===== config.mk =====
export PLATFORM = sky130hd
export DESIGN_NAME = alu_operand_sequencer
export DESIGN_NICKNAME = d
export VERILOG_FILES = /design/src/rtl/alu_operand_sequencer.sv
export SDC_FILE = /design/constraint.sdc
export NUM_CORES = 1
export LEC_CHECK = 0
export CAP_MARGIN = 40
export CELL_PAD_IN_SITES_DETAIL_PLACEMENT = 1
export CELL_PAD_IN_SITES_GLOBAL_PLACEMENT = 2
export CORE_MARGIN = 1
export CORE_UTILIZATION = 26
export CTS_BUF_LIST = sky130_fd_sc_hd__clkbuf_8
export DETAILED_ROUTE_END_ITERATION = 16
export HOLD_SLACK_MARGIN = 0.06
export PLACE_DENSITY = 0.84
export SETUP_SLACK_MARGIN = 0.02
export SYNTH_ARGS = -nofsm -noshare
export SYNTH_HDL_FRONTEND = slang
export SYNTH_SLANG_ARGS = --single-unit

===== constraint.sdc =====
create_clock -name clk -period 2.4 [get_ports clk]
set_clock_uncertainty 0.2 [all_clocks]
set_input_delay 0.36 -clock clk [delete_from_list [all_inputs] [get_ports clk]]
set_output_delay 0.36 -clock clk [all_outputs]
set_load 0.01 [all_outputs]

===== src/rtl/alu_operand_sequencer.sv =====
// Steps an 8-bit switch bank into ALU operands A, B and Op on debounced button presses,
// then continuously captures the ALU result while in the run state.
module alu_operand_sequencer (
  input  logic       clk,
  input  logic       rst,
  input  logic [7:0] sw,
  input  logic       btn_next,
  input  logic       btn_clear,
  input  logic [7:0] alu_y,
  output logic [7:0] A,
  output logic [7:0] B,
  output logic [2:0] Shamt,
  output logic [2:0] Op,
  output logic [1:0] state,
  output logic       valid,
  output logic [7:0] result,
  output logic       zero,
  output logic       neg
);

  typedef enum logic [1:0] {
    S_A   = 2'b00,
    S_B   = 2'b01,
    S_OP  = 2'b10,
    S_RUN = 2'b11
  } state_t;

  logic   nxt_sync1_q, nxt_sync2_q, nxt_sync3_q;
  logic   clr_sync1_q, clr_sync2_q;
  logic   next_evt;

  state_t     state_q, state_d;
  logic [7:0] a_q, a_d;
  logic [7:0] b_q, b_d;
  logic [2:0] op_q, op_d;
  logic [7:0] result_q, result_d;
  logic       valid_q, valid_d;

  // Third flop turns a held button into a single-cycle pulse.
  assign next_evt = nxt_sync2_q & ~nxt_sync3_q;

  always_ff @(posedge clk) begin
    if (rst) begin
      nxt_sync1_q <= 1'b0;
      nxt_sync2_q <= 1'b0;
      nxt_sync3_q <= 1'b0;
      clr_sync1_q <= 1'b0;
      clr_sync2_q <= 1'b0;
    end else begin
      nxt_sync1_q <= btn_next;
      nxt_sync2_q <= nxt_sync1_q;
      nxt_sync3_q <= nxt_sync2_q;
      clr_sync1_q <= btn_clear;
      clr_sync2_q <= clr_sync1_q;
    end
  end

  always_comb begin
    state_d  = state_q;
    a_d      = a_q;
    b_d      = b_q;
    op_d     = op_q;
    result_d = result_q;
    valid_d  = valid_q;
    if (clr_sync2_q) begin
      // Any press overlapping the clear is swallowed here.
      state_d  = S_A;
      a_d      = 8'h00;
      b_d      = 8'h00;
      op_d     = 3'b000;
      result_d = 8'h00;
      valid_d  = 1'b0;
    end else begin
      case (state_q)
        S_A: if (next_evt) begin
          a_d     = sw;
          state_d = S_B;
        end
        S_B: if (next_evt) begin
          b_d     = sw;
          state_d = S_OP;
        end
        S_OP: if (next_evt) begin
          op_d    = sw[2:0];
          state_d = S_RUN;
        end
        S_RUN: begin
          result_d = alu_y;
          valid_d  = 1'b1;
          if (next_evt) begin
            state_d = S_A;
            valid_d = 1'b0;
          end
        end
        default: state_d = S_A;
      endcase
    end
  end

  always_ff @(posedge clk) begin
    if (rst) begin
      state_q  <= S_A;
      a_q      <= 8'h00;
      b_q      <= 8'h00;
      op_q     <= 3'b000;
      result_q <= 8'h00;
      valid_q  <= 1'b0;
    end else begin
      state_q  <= state_d;
      a_q      <= a_d;
      b_q      <= b_d;
      op_q     <= op_d;
      result_q <= result_d;
      valid_q  <= valid_d;
    end
  end

  assign A      = a_q;
  assign B      = b_q;
  assign Shamt  = b_q[2:0];
  assign Op     = op_q;
  assign state  = state_q;
  assign valid  = valid_q;
  assign result = result_q;
  assign zero   = (result_q == 8'h00);
  assign neg    = result_q[7];

endmodule


; Word-level counts from Yosys, hierarchy flattened
; Index checks and enable logic that the tools add are counted.
[totals]
out_inout_bits = 35
regBits = 35
input_bits = 20
[classes]
n_bitwise = 2
mux = 6
n_reduce_logical = 7
n_eq_ne = 7
[op_table]
columns = op, n
row1 = 8-bit zero test, 1
row2 = 2-bit two-way mux, 4
row3 = "2-bit != test, second input constant", 4
row4 = 2-bit one-hot mux with 4 select lines, 1
row5 = 2-bit AND reduction, 3
row6 = "2-bit == test, second input constant", 2
row7 = 4-bit AND reduction, 1
row8 = "2-bit by 1-bit == test with 1-bit output, second input constant", 1
row9 = 2-bit zero test, 1
row10 = 2-bit OR reduction, 1
row11 = 1-bit AND, 1
row12 = 1-bit two-way mux, 1
row13 = 1-bit NOT, 1

; Depth between registers and ports, before layout
; Gate-level depths: netlist (run 1).
[depth]
ltp_word = 4
depth_mapped = 6
ltp_nobuf = 5

; Worst setup path after synthesis (run 1)
; Ideal clock, no wire load.
[synth_path]
kind = flip-flop to flip-flop
startpoint = register state_q[0], in the netlist state[0]
endpoint = register state_q[0], in the netlist state[0]
t_arrival_ns = 1.445
stages_incl_launch_ff = 6
n_path_buf = 0
setup_slack_ns = 0.634
required_ns = 2.078
setup_time_ns = 0.122
path_cell_list = dfxtp_1 -> inv_1 -> ha_1 -> nor4_4 -> nor2_2 -> o311a_1
[synth_between]
elab_chain_cells = 3
[synth_lines]
columns = item, line
row1 = "start, declared", 32  ; state_t state_q, state_d;
row2 = "start signal, assigned", 109  ; state_q <= state_d;
row3 = 2-bit by 1-bit == test with 1-bit output (tied with other cells), 74  ; case (state_q)
row4 = 2-bit != test (no line), -
row5 = 4-bit AND reduction (no line), -
; Several ways; a longest one is shown, not always the timed one.
; A chain may end at the register's enable or synchronous reset.

; Final worst setup path (run 1)
[layout_path]
startpoint = register result_q[2], in the netlist result[2]
endpoint = output zero
[layout_between]
elab_chain_cells = 1
[layout_lines]
columns = item, line
row1 = "start, declared", 36  ; logic [7:0] result_q, result_d;
row2 = "start signal, assigned", 113  ; result_q <= result_d;
row3 = 8-bit zero test, 125  ; assign zero = (result_q == 8'h00);
row4 = "end, declared", 17  ; output logic zero,
; Every way passes these cells.

==> summary.txt, run 1 <==
Status
  – Status: completed

Pwr
  – Pwr dens: 613 nW/um^2
  – Lkg Pwr: 0.709 nW
  – Clock share of power: 37.1%
  – Switching power: 324 uW
  – Worst VDD drop: 221 uV
  – Comb pwr share: 14.9%
  – Switching power share of the total: 25.6%
  – Seq pwr share: 48.0%
  – Pint: 945 uW

Critical path
  – FF-to-FF End: state[0]
  – Startpoint types: flop
  – Reg2Reg Launch Point: state[0]
  – Number of cells on the worst reg-to-reg path: 5
  – CP Max Fanout: 3
  – Worst EP arrival: 1.39 ns
  – CP Capture Type: output port
  – WP data required: 1.84 ns
  – R2R setup slack: 0.50 ns
  – Worst Setup SP: result[2]
  – Setup CP Type: reg2out

Drt
  – Vias per cell: 4.41
  – Wirelength per Cell: 13.5 um
  – Final WL: 3670 um
  – Initial DRC Count: 59
  – DR vias: 1,199
  – Remaining DRCs: 0
  – DR pass1 iterations: 4
  – Antenna-violating nets left: 0

CTS
  – Post-CTS Setup Bufs: 0
  – H-tree levels: 2
  – Root Driver: clkbuf_8
  – CTS max path bufs: 2
  – CTS buffer count: 5
  – Clock sink count: 35
  – Clock-pin transition on the worst setup and hold timing paths: 0.07 ns
  – Clk_lat worst skew: 0.29 ns
  – CTS tree: done
  – Hold Buf Count CTS: 0
  – Post-CTS sizing: 0

Global routing
  – First-pass GRT wire length: 5640 um
  – Number of global-route vias before repair: 1,191
  – Initial antenna violation count: 0
  – Largest net degree at the start of global routing: 25
  – Total global-route track usage: 13.7%
  – Grt ovf: 0

Yosys
  – Syn_area_per_cell: 9.44 um^2
  – Synth warnings: 0
  – Post-synthesis mux area share: 5.65%
  – Synth Area in Compound Gates: 9.63%
  – Post-Syn Instances: 150
  – Synth top area share: 49.5%
  – Synth Register Bits: 35
  – Synth Area in Simple Gates: 23.3%
  – Main combinational cell family by area after synthesis: simple AND/OR/NAND/NOR gates
  – Adder-Cell Fraction of Synth Area: 4.42%
  – Area leader, netlist: dfxtp_1
  – Syn Nets: 175
  – Seq/Total Area, Yosys: 49.5%
  – Post-Synth XOR/XNOR Area: 0%
  – Cell Area, Synth: 1420 um^2
  – Netlist cell types: 23
  – Largest cells by area after synthesis: dfxtp_1 (49%), a21oi_1 (6.7%), nand3_1 (6.7%)

Die
  – # rows: 26
  – Initial Util: 27.4%
  – Die Footprint: 5750 um^2
  – Die Wd: 75.8 um
  – Die Ht: 75.8 um
  – Core Box Area: 5170 um^2
  – Io pins: 55

Timing
  – TNS Setup: 0 ns
  – RSZ-0062 raised after global routing: no
  – Final setup fails: 0
  – Final slew viol count: 0
  – Slew HR: 59.4%
  – Hold Fails Final Rpt: 0
  – Tcrit/Tclk final: 81.2%
  – Max Fclk: 0.513 GHz
  – Min Tclk post-route: 1.95 ns
  – Worst slew pin tran: 0.609 ns

Flow run
  – Max-cap viol count: 0

Hold path
  – HP Start: nxt_sync1_q
  – Worst hold path type: reg2reg
  – Min-Delay Endpoint: nxt_sync2_q
  – Hold path depth: 1

Cells and area
  – # diodes: 0
  – NumNets Final: 226
  – Synthesis-to-finish area growth: 46.2%
  – Commonest non-fill, non-tap cells in the layout: clkdlybuf4s50_1 (53), dfxtp_1 (35), nand3_1 (19), nand2_1 (19), a21oi_1 (19)
  – Post-route cell area: 2070 um^2
  – Commonest non-fill, non-tap cell in the layout: clkdlybuf4s50_1
  – Layout cells sized above 1: 6.93%

Placed design
  – Post-place instance area: 1970 um^2
  – Port buffer count: 54
  – DP Wirelength: 2630 um
  – Final GP Congestion: 0.719
synthesized netlist by cell type:
library cell	count
inv_1	2
buf_4	6
buf_2	4
or2_1	1
mux2i_1	8
nand3b_1	3
or3_1	1
a21oi_1	19
a211oi_1	1
nor2b_1	5
nand3_1	19
o41ai_2	1
buf_6	3
nor2b_4	1
o311a_1	1
nor2_1	11
ha_1	5
nand2_1	19
nor4_4	1
dfxtp_1	35
nor2_2	1
o211ai_1	1
or4_1	2
final cells by class:
class                      instances  area (um^2)
fill                             609         3100
inverter                           2         7.51
sequential                        35          701
clock inverter                     1         3.75
multi-input combinational        100          609
clock buffer                       7         96.3
timing repair buffer              57          566
tap                               70         87.6
worst max-delay path by stage:
stage                     to  slack (ns)  cells past startpoint
global placement        A[4]        0.36                      4
floorplan           state[0]        0.63                      5
finish                  zero        0.45                      3
global route            B[0]        0.31                      5
detailed placement      B[3]        0.32                      4
CTS                     zero        0.04                      3
sequential cells by signal, indices dropped and copies added (netlist names):
register	count
clr_sync2_q	1
nxt_sync3_q	1
result	8
Op	3
state	2
nxt_sync2_q	1
clr_sync1_q	1
valid	1
A	8
nxt_sync1_q	1
B	8
kinds of logic (layout without fill, tap and decap cells):
family	count (synthesis)	after routing
muxes	8	8
and+or+nand+nor	64	64
buffers and inverters	15	67
adders and majority gates	5	5
DFF	35	35
AOI/OAI and AO/OA	23	23
metrics by stage:
step	worst slack, ns	instances	hold WS (ns)	util, %	power (mW)
finish	0.451	272	0.240	40.0	1.27
global route	0.306	272	0.252	40.0	1.33
CTS	0.0433	272	0.243	40.0	1.28
detailed placement	0.324	264	0.229	38.1	0.815
global placement	0.363	264	0.218	38.1	0.810
floorplan	0.634	150	0.214	-	0.733
per-layer routing:
layer | global-route usage (%) | up-vias | part of all wire (%)
met4 | 6.79 | 0 | 2.0
met5 | 0 | - | 0
met1 | 16.2 | 545 | 45
met2 | 21.7 | 40 | 46
met3 | 5.29 | 7 | 6.5
li1 | - | 607 | -
power by group through the flow:
stage	clock network, mW	registers [mW]	logic [mW]
floorplan	0	0.626	0.107
global placement	0	0.623	0.187
detailed placement	0	0.623	0.192
CTS	0.481	0.610	0.193
global route	0.513	0.612	0.208
finish	0.471	0.609	0.189
critical path, stage by stage (launching register included):
cell and delay, ns:
dfxtp_1 0.32, or4_1 0.52, nor2_1 0.10, dlymetal6s2s_1 0.16
Power figures use the tool's default switching activity.
==> inputs of run 2 (changes only) <==
==> constraint.sdc (replaced) <==
create_clock -name clk -period 1.9 [get_ports clk]
set_clock_uncertainty 0.2 [all_clocks]
set_input_delay 0.285 -clock clk [delete_from_list [all_inputs] [get_ports clk]]
set_output_delay 0.285 -clock clk [all_outputs]
set_load 0.01 [all_outputs]
==> run 2 against run 1 <==
  * Clock power up 27%
  * Global-route usage down 0.73 points
  * Non-clock buffer count up 16
  * Core utilization up 2.4 points
  * Wire length down 1.7%
==> summary.txt, run 2 (synthesis results as in run 1) <==
Die
  – Die Footprint: 5750 um^2
  – Die Wd: 75.8 um
  – Initial Util: 27.4%
  – Die Ht: 75.8 um
  – # rows: 26
  – Core Box Area: 5170 um^2
  – Io pins: 55

Hold path
  – Worst hold path type: reg2reg

Timing
  – Final worst slack: 0.0422 ns
  – Hold Fails Final Rpt: 0
  – Final slew viol count: 0
  – Min Tclk post-route: 1.86 ns
  – Slew HR: 78.2%
  – RSZ-0062 raised after global routing: yes
  – Max Fclk: 0.538 GHz
  – Tcrit/Tclk final: 97.8%
  – Final setup fails: 0
  – Worst slew pin tran: 0.325 ns

Critical path
  – Setup CP Type: reg2out
  – CP Capture Type: output port
  – Worst EP arrival: 1.37 ns
  – Startpoint types: flop
  – CP Max Fanout: 2
  – WP data required: 1.41 ns

Cells and area
  – Layout cells sized above 1: 16.5%
  – Synthesis-to-finish area growth: 55.0%
  – Commonest non-fill, non-tap cells in the layout: clkdlybuf4s50_1 (53), dfxtp_1 (33)
  – # diodes: 0
  – Commonest non-fill, non-tap cell in the layout: clkdlybuf4s50_1
  – NumNets Final: 242

Global routing
  – Number of global-route vias before repair: 1,195
  – Grt ovf: 0
  – Total global-route track usage: 13.0%
  – Initial antenna violation count: 0
  – First-pass GRT wire length: 5440 um
  – Largest net degree at the start of global routing: 21

CTS
  – Clock-pin transition on the worst setup and hold timing paths: 0.07 ns
  – Root Driver: clkbuf_8
  – H-tree levels: 2
  – Hold Buf Count CTS: 0
  – Clock sink count: 35
  – CTS max path bufs: 2
  – CTS tree: done
  – Clk_lat worst skew: 0.28 ns
  – CTS buffer count: 5

Pwr
  – Lkg Pwr: 0.784 nW
  – Pwr dens: 750 nW/um^2
  – Worst VDD drop: 271 uV
  – Final Power: 1.65 mW

Status
  – Status: completed

Drt
  – Initial DRC Count: 79
  – Final WL: 3610 um
  – Wirelength per Cell: 12.5 um
  – Vias per cell: 4.47
  – Antenna-violating nets left: 0
  – DR pass1 iterations: 4
  – DR vias: 1,286
  – Remaining DRCs: 0

Placed design
  – DP Wirelength: 2680 um
  – Port buffer count: 54
  – Final GP Congestion: 0.779
  – DP Worst Slack: -0.0736 ns

Flow run
  – Max-cap viol count: 0
[run 2: cell count changes in the layout (fill, tap and decap cells not counted)]
| cell | change |
|---|---|
| buf_2 | +1 |
| dfxtp_1 | -2 |
| or4_4 | +1 |
| buf_4 | +16 |
| clkinvlp_4 | +1 |
| nor2_1 | -1 |
| dfxtp_2 | +2 |
| dlymetal6s2s_1 | -1 |
| inv_1 | -1 |
| nor2_2 | +1 |
| or4_1 | -1 |
[run 2: worst paths after layout]
kind | startpoint | to | slack, ns | cells after the start
setup / recovery | result[5] | zero | 0.04 | 3
hold / removal | clr_sync1_q | clr_sync2_q | 0.24 | 1
setup reg to reg | state[0] | state[0] | 0.12 | 5
hold reg to reg | clr_sync1_q | clr_sync2_q | 0.24 | 1
[run 2: power by group]
part / internal, mW / switching, mW / total (mW)
Clock: 0.330 / 0.266 / 0.596
Combinational: 0.148 / 0.134 / 0.282
Sequential: 0.754 / 0.0148 / 0.769
Total: 1.23 / 0.415 / 1.65
[run 2: worst max-delay path, cell delays in order, from the launching register on]
cell and delay, ns:
dfxtp_2 0.32, or4_4 0.52, nor2_2 0.11, buf_2 0.13
[run 2: cell type report]
cell class	instances	area, um^2
clock buffer	7	96.3
clock inverter	1	7.51
fill	596	2980
inverter	2	7.51
multi-input combinational	100	616
sequential	35	703
tap	70	87.6
timing repair buffer	73	678
[run 2: layer usage]
| metal | global-route usage (%) | vias up | part of all wire, % |
|---|---|---|---|
| met1 | 15.0 | 600 | 44 |
| met2 | 21.5 | 41 | 48 |
| li1 | - | 636 | - |
| met5 | 0 | - | 0 |
| met4 | 6.58 | 0 | 2.0 |
| met3 | 4.10 | 9 | 6.5 |
[run 2: repair_timing]
item | in CTS | in global routing
pin swaps | 2 | 4
setup buffers | 0 | 5
endpoints found under the setup margin | 1 | 16
gates resized for setup | 5 | 3
[run 2: stage by stage]
step / hold WS (ns) / util, % / instance area (um^2) / setup TNS [ns] / cells
finish: 0.239 / 42.5 / 2200 / 0 / 288
global route: 0.262 / 42.5 / 2200 / -0.0126 / 288
CTS: 0.245 / 41.6 / 2150 / 0 / 283
detailed placement: 0.227 / 39.6 / 2050 / -0.0736 / 275
global placement: 0.219 / 39.6 / 2050 / -0.0544 / 275
floorplan: 0.157 / - / 1420 / 0 / 150
==> inputs of run 3 (changes only) <==
--- a/config.mk
+++ b/config.mk
@@ -8,9 +8,10 @@
 export CAP_MARGIN = 40
 export CELL_PAD_IN_SITES_DETAIL_PLACEMENT = 1
 export CELL_PAD_IN_SITES_GLOBAL_PLACEMENT = 2
-export CORE_MARGIN = 1
+export CORE_MARGIN = 5
 export CORE_UTILIZATION = 26
 export CTS_BUF_LIST = sky130_fd_sc_hd__clkbuf_8
+export CTS_CLUSTER_DIAMETER = 40
 export DETAILED_ROUTE_END_ITERATION = 16
 export HOLD_SLACK_MARGIN = 0.06
 export PLACE_DENSITY = 0.84
==> run 3 against run 2 <==
  * Clock power fell by 12%
  * Total power fell by 4.7%
  * Sequential power about the same
  * Core utilization shrank 0.63 points
  * Via count decreased by 0.62%
  * Largest power group unchanged
  * Sequential share of layout area is 0.33 points higher
==> summary.txt, run 3 (synthesis results as in run 1) <==
Status
  – Status: completed

Cells and area
  – # diodes: 0
  – Commonest non-fill, non-tap cell in the layout: clkdlybuf4s50_1
  – Commonest non-fill, non-tap cells in the layout: clkdlybuf4s50_1 (53), dfxtp_1 (32), nand3_1 (19), nand2_1 (19), a21oi_1 (19)
  – Layout cells sized above 1: 16.7%
  – NumNets Final: 240
  – Fillers: 615
  – Synthesis-to-finish area growth: 53.7%

Pwr
  – Worst VDD drop: 314 uV
  – Lkg Pwr: 0.778 nW
  – Pwr dens: 720 nW/um^2

CTS
  – CTS max path bufs: 2
  – Root Driver: clkbuf_8
  – Clock sink count: 35
  – CTS buffer count: 5
  – CTS tree: done
  – Clk_lat worst skew: 0.28 ns
  – Clock-pin transition on the worst setup and hold timing paths: 0.07 ns
  – H-tree levels: 2
  – Hold Buf Count CTS: 0

Drt
  – Antenna-violating nets left: 0
  – Remaining DRCs: 0
  – DR vias: 1,278
  – Wirelength per Cell: 14.1 um
  – Final WL: 4050 um
  – Vias per cell: 4.47
  – Initial DRC Count: 51
  – DR pass1 iterations: 4

Die
  – Die Wd: 83.8 um
  – Core Box Area: 5200 um^2
  – # rows: 26
  – Die Footprint: 7020 um^2
  – Io pins: 55
  – Initial Util: 27.2%
  – Die Ht: 83.8 um

Global routing
  – Total global-route track usage: 11.7%
  – First-pass GRT wire length: 6640 um
  – Largest net degree at the start of global routing: 20
  – Grt ovf: 0
  – Number of global-route vias before repair: 1,347
  – Initial antenna violation count: 0

Timing
  – Hold Fails Final Rpt: 0
  – RSZ-0062 raised after global routing: yes
  – Max Fclk: 0.537 GHz
  – Final slew viol count: 0
  – Final Hold Slack: 0.246 ns
  – Slew HR: 74.3%
  – Tcrit/Tclk final: 98.1%
  – Final setup fails: 0
  – Min Tclk post-route: 1.86 ns
  – Worst slew pin tran: 0.385 ns
  – Final worst slack: 0.0361 ns

Critical path
  – Worst EP arrival: 1.38 ns
  – Startpoint types: flop
  – R2R setup slack: 0.15 ns
  – Setup CP Type: reg2out
  – CP Max Fanout: 2
  – WP data required: 1.41 ns
  – CP Capture Type: output port

Hold path
  – Worst hold path type: reg2reg

Placed design
  – Final GP Congestion: 0.725
  – DP Wirelength: 2940 um
  – DP Worst Slack: -0.0762 ns
  – Port buffer count: 54

Flow run
  – Max-cap viol count: 0
run 3: cell count changes in the layout (fill, tap and decap cells not counted), sizes merged:
cell / before / now
buf: 20 / 18
clkbuf: 7 / 5
clkinv: 0 / 3
clkinvlp: 1 / 0
run 3: worst max-delay path, cell delays in order (launching register included):
cell	delay, ns
dfxtp_1	0.31
or4_4	0.54
nor2_4	0.13
buf_6	0.10
run 3: final cells by class:
cell class / count / area (um^2) / area share, %
flip-flops and latches: 35 / 704 / 32.4
repair buffers: 71 / 669 / 30.7
multi-input cells: 100 / 624 / 28.7
well taps: 70 / 87.6 / 4.02
clock buffers: 5 / 68.8 / 3.16
clock inverters: 3 / 15.0 / 0.690
inverters: 2 / 7.51 / 0.345
run 3: layer usage:
| metal | vias up | GRT usage [%] | wire length, um |
|---|---|---|---|
| met1 | 596 | 13.8 | 1780 |
| met5 | - | 0 | 0 |
| met4 | 0 | 3.07 | 40 |
| met2 | 40 | 19.2 | 1910 |
| li1 | 637 | - | - |
| met3 | 5 | 5.33 | 319 |
run 3: repair_timing:
action | CTS | global route
setup buffers | 1 | 2
resized for setup | 10 | 2
endpoints found under the setup margin | 1 | 10
pin swaps | 3 | 3
run 3: final timing paths:
kind,startpoint,endpoint,depth (start not counted)
min,clr_sync1_q,clr_sync2_q,1
max,result[3],zero,3
min reg2reg,clr_sync1_q,clr_sync2_q,1
max reg2reg,state[1],state[0],5
run 3: power breakdown:
part	leakage, nW	internal [mW]	switching, mW
clock	0.0477	0.251	0.276
combinational	0.445	0.140	0.131
sequential	0.285	0.754	0.0159
total	0.778	1.14	0.424
run 3: metrics by stage:
stage                     power (mW)  setup TNS, ns  cells  area, um^2  utilization [%]
final                           1.57              0    286        2180             41.8
after detailed placement        1.05        -0.0762    275        2050             39.4
after CTS                       1.58              0    284        2150             41.3
after global routing            1.66        -0.0184    286        2180             41.8
after floorplan                0.926              0    150        1420                -
after global placement          1.04        -0.0722    275        2050             39.4
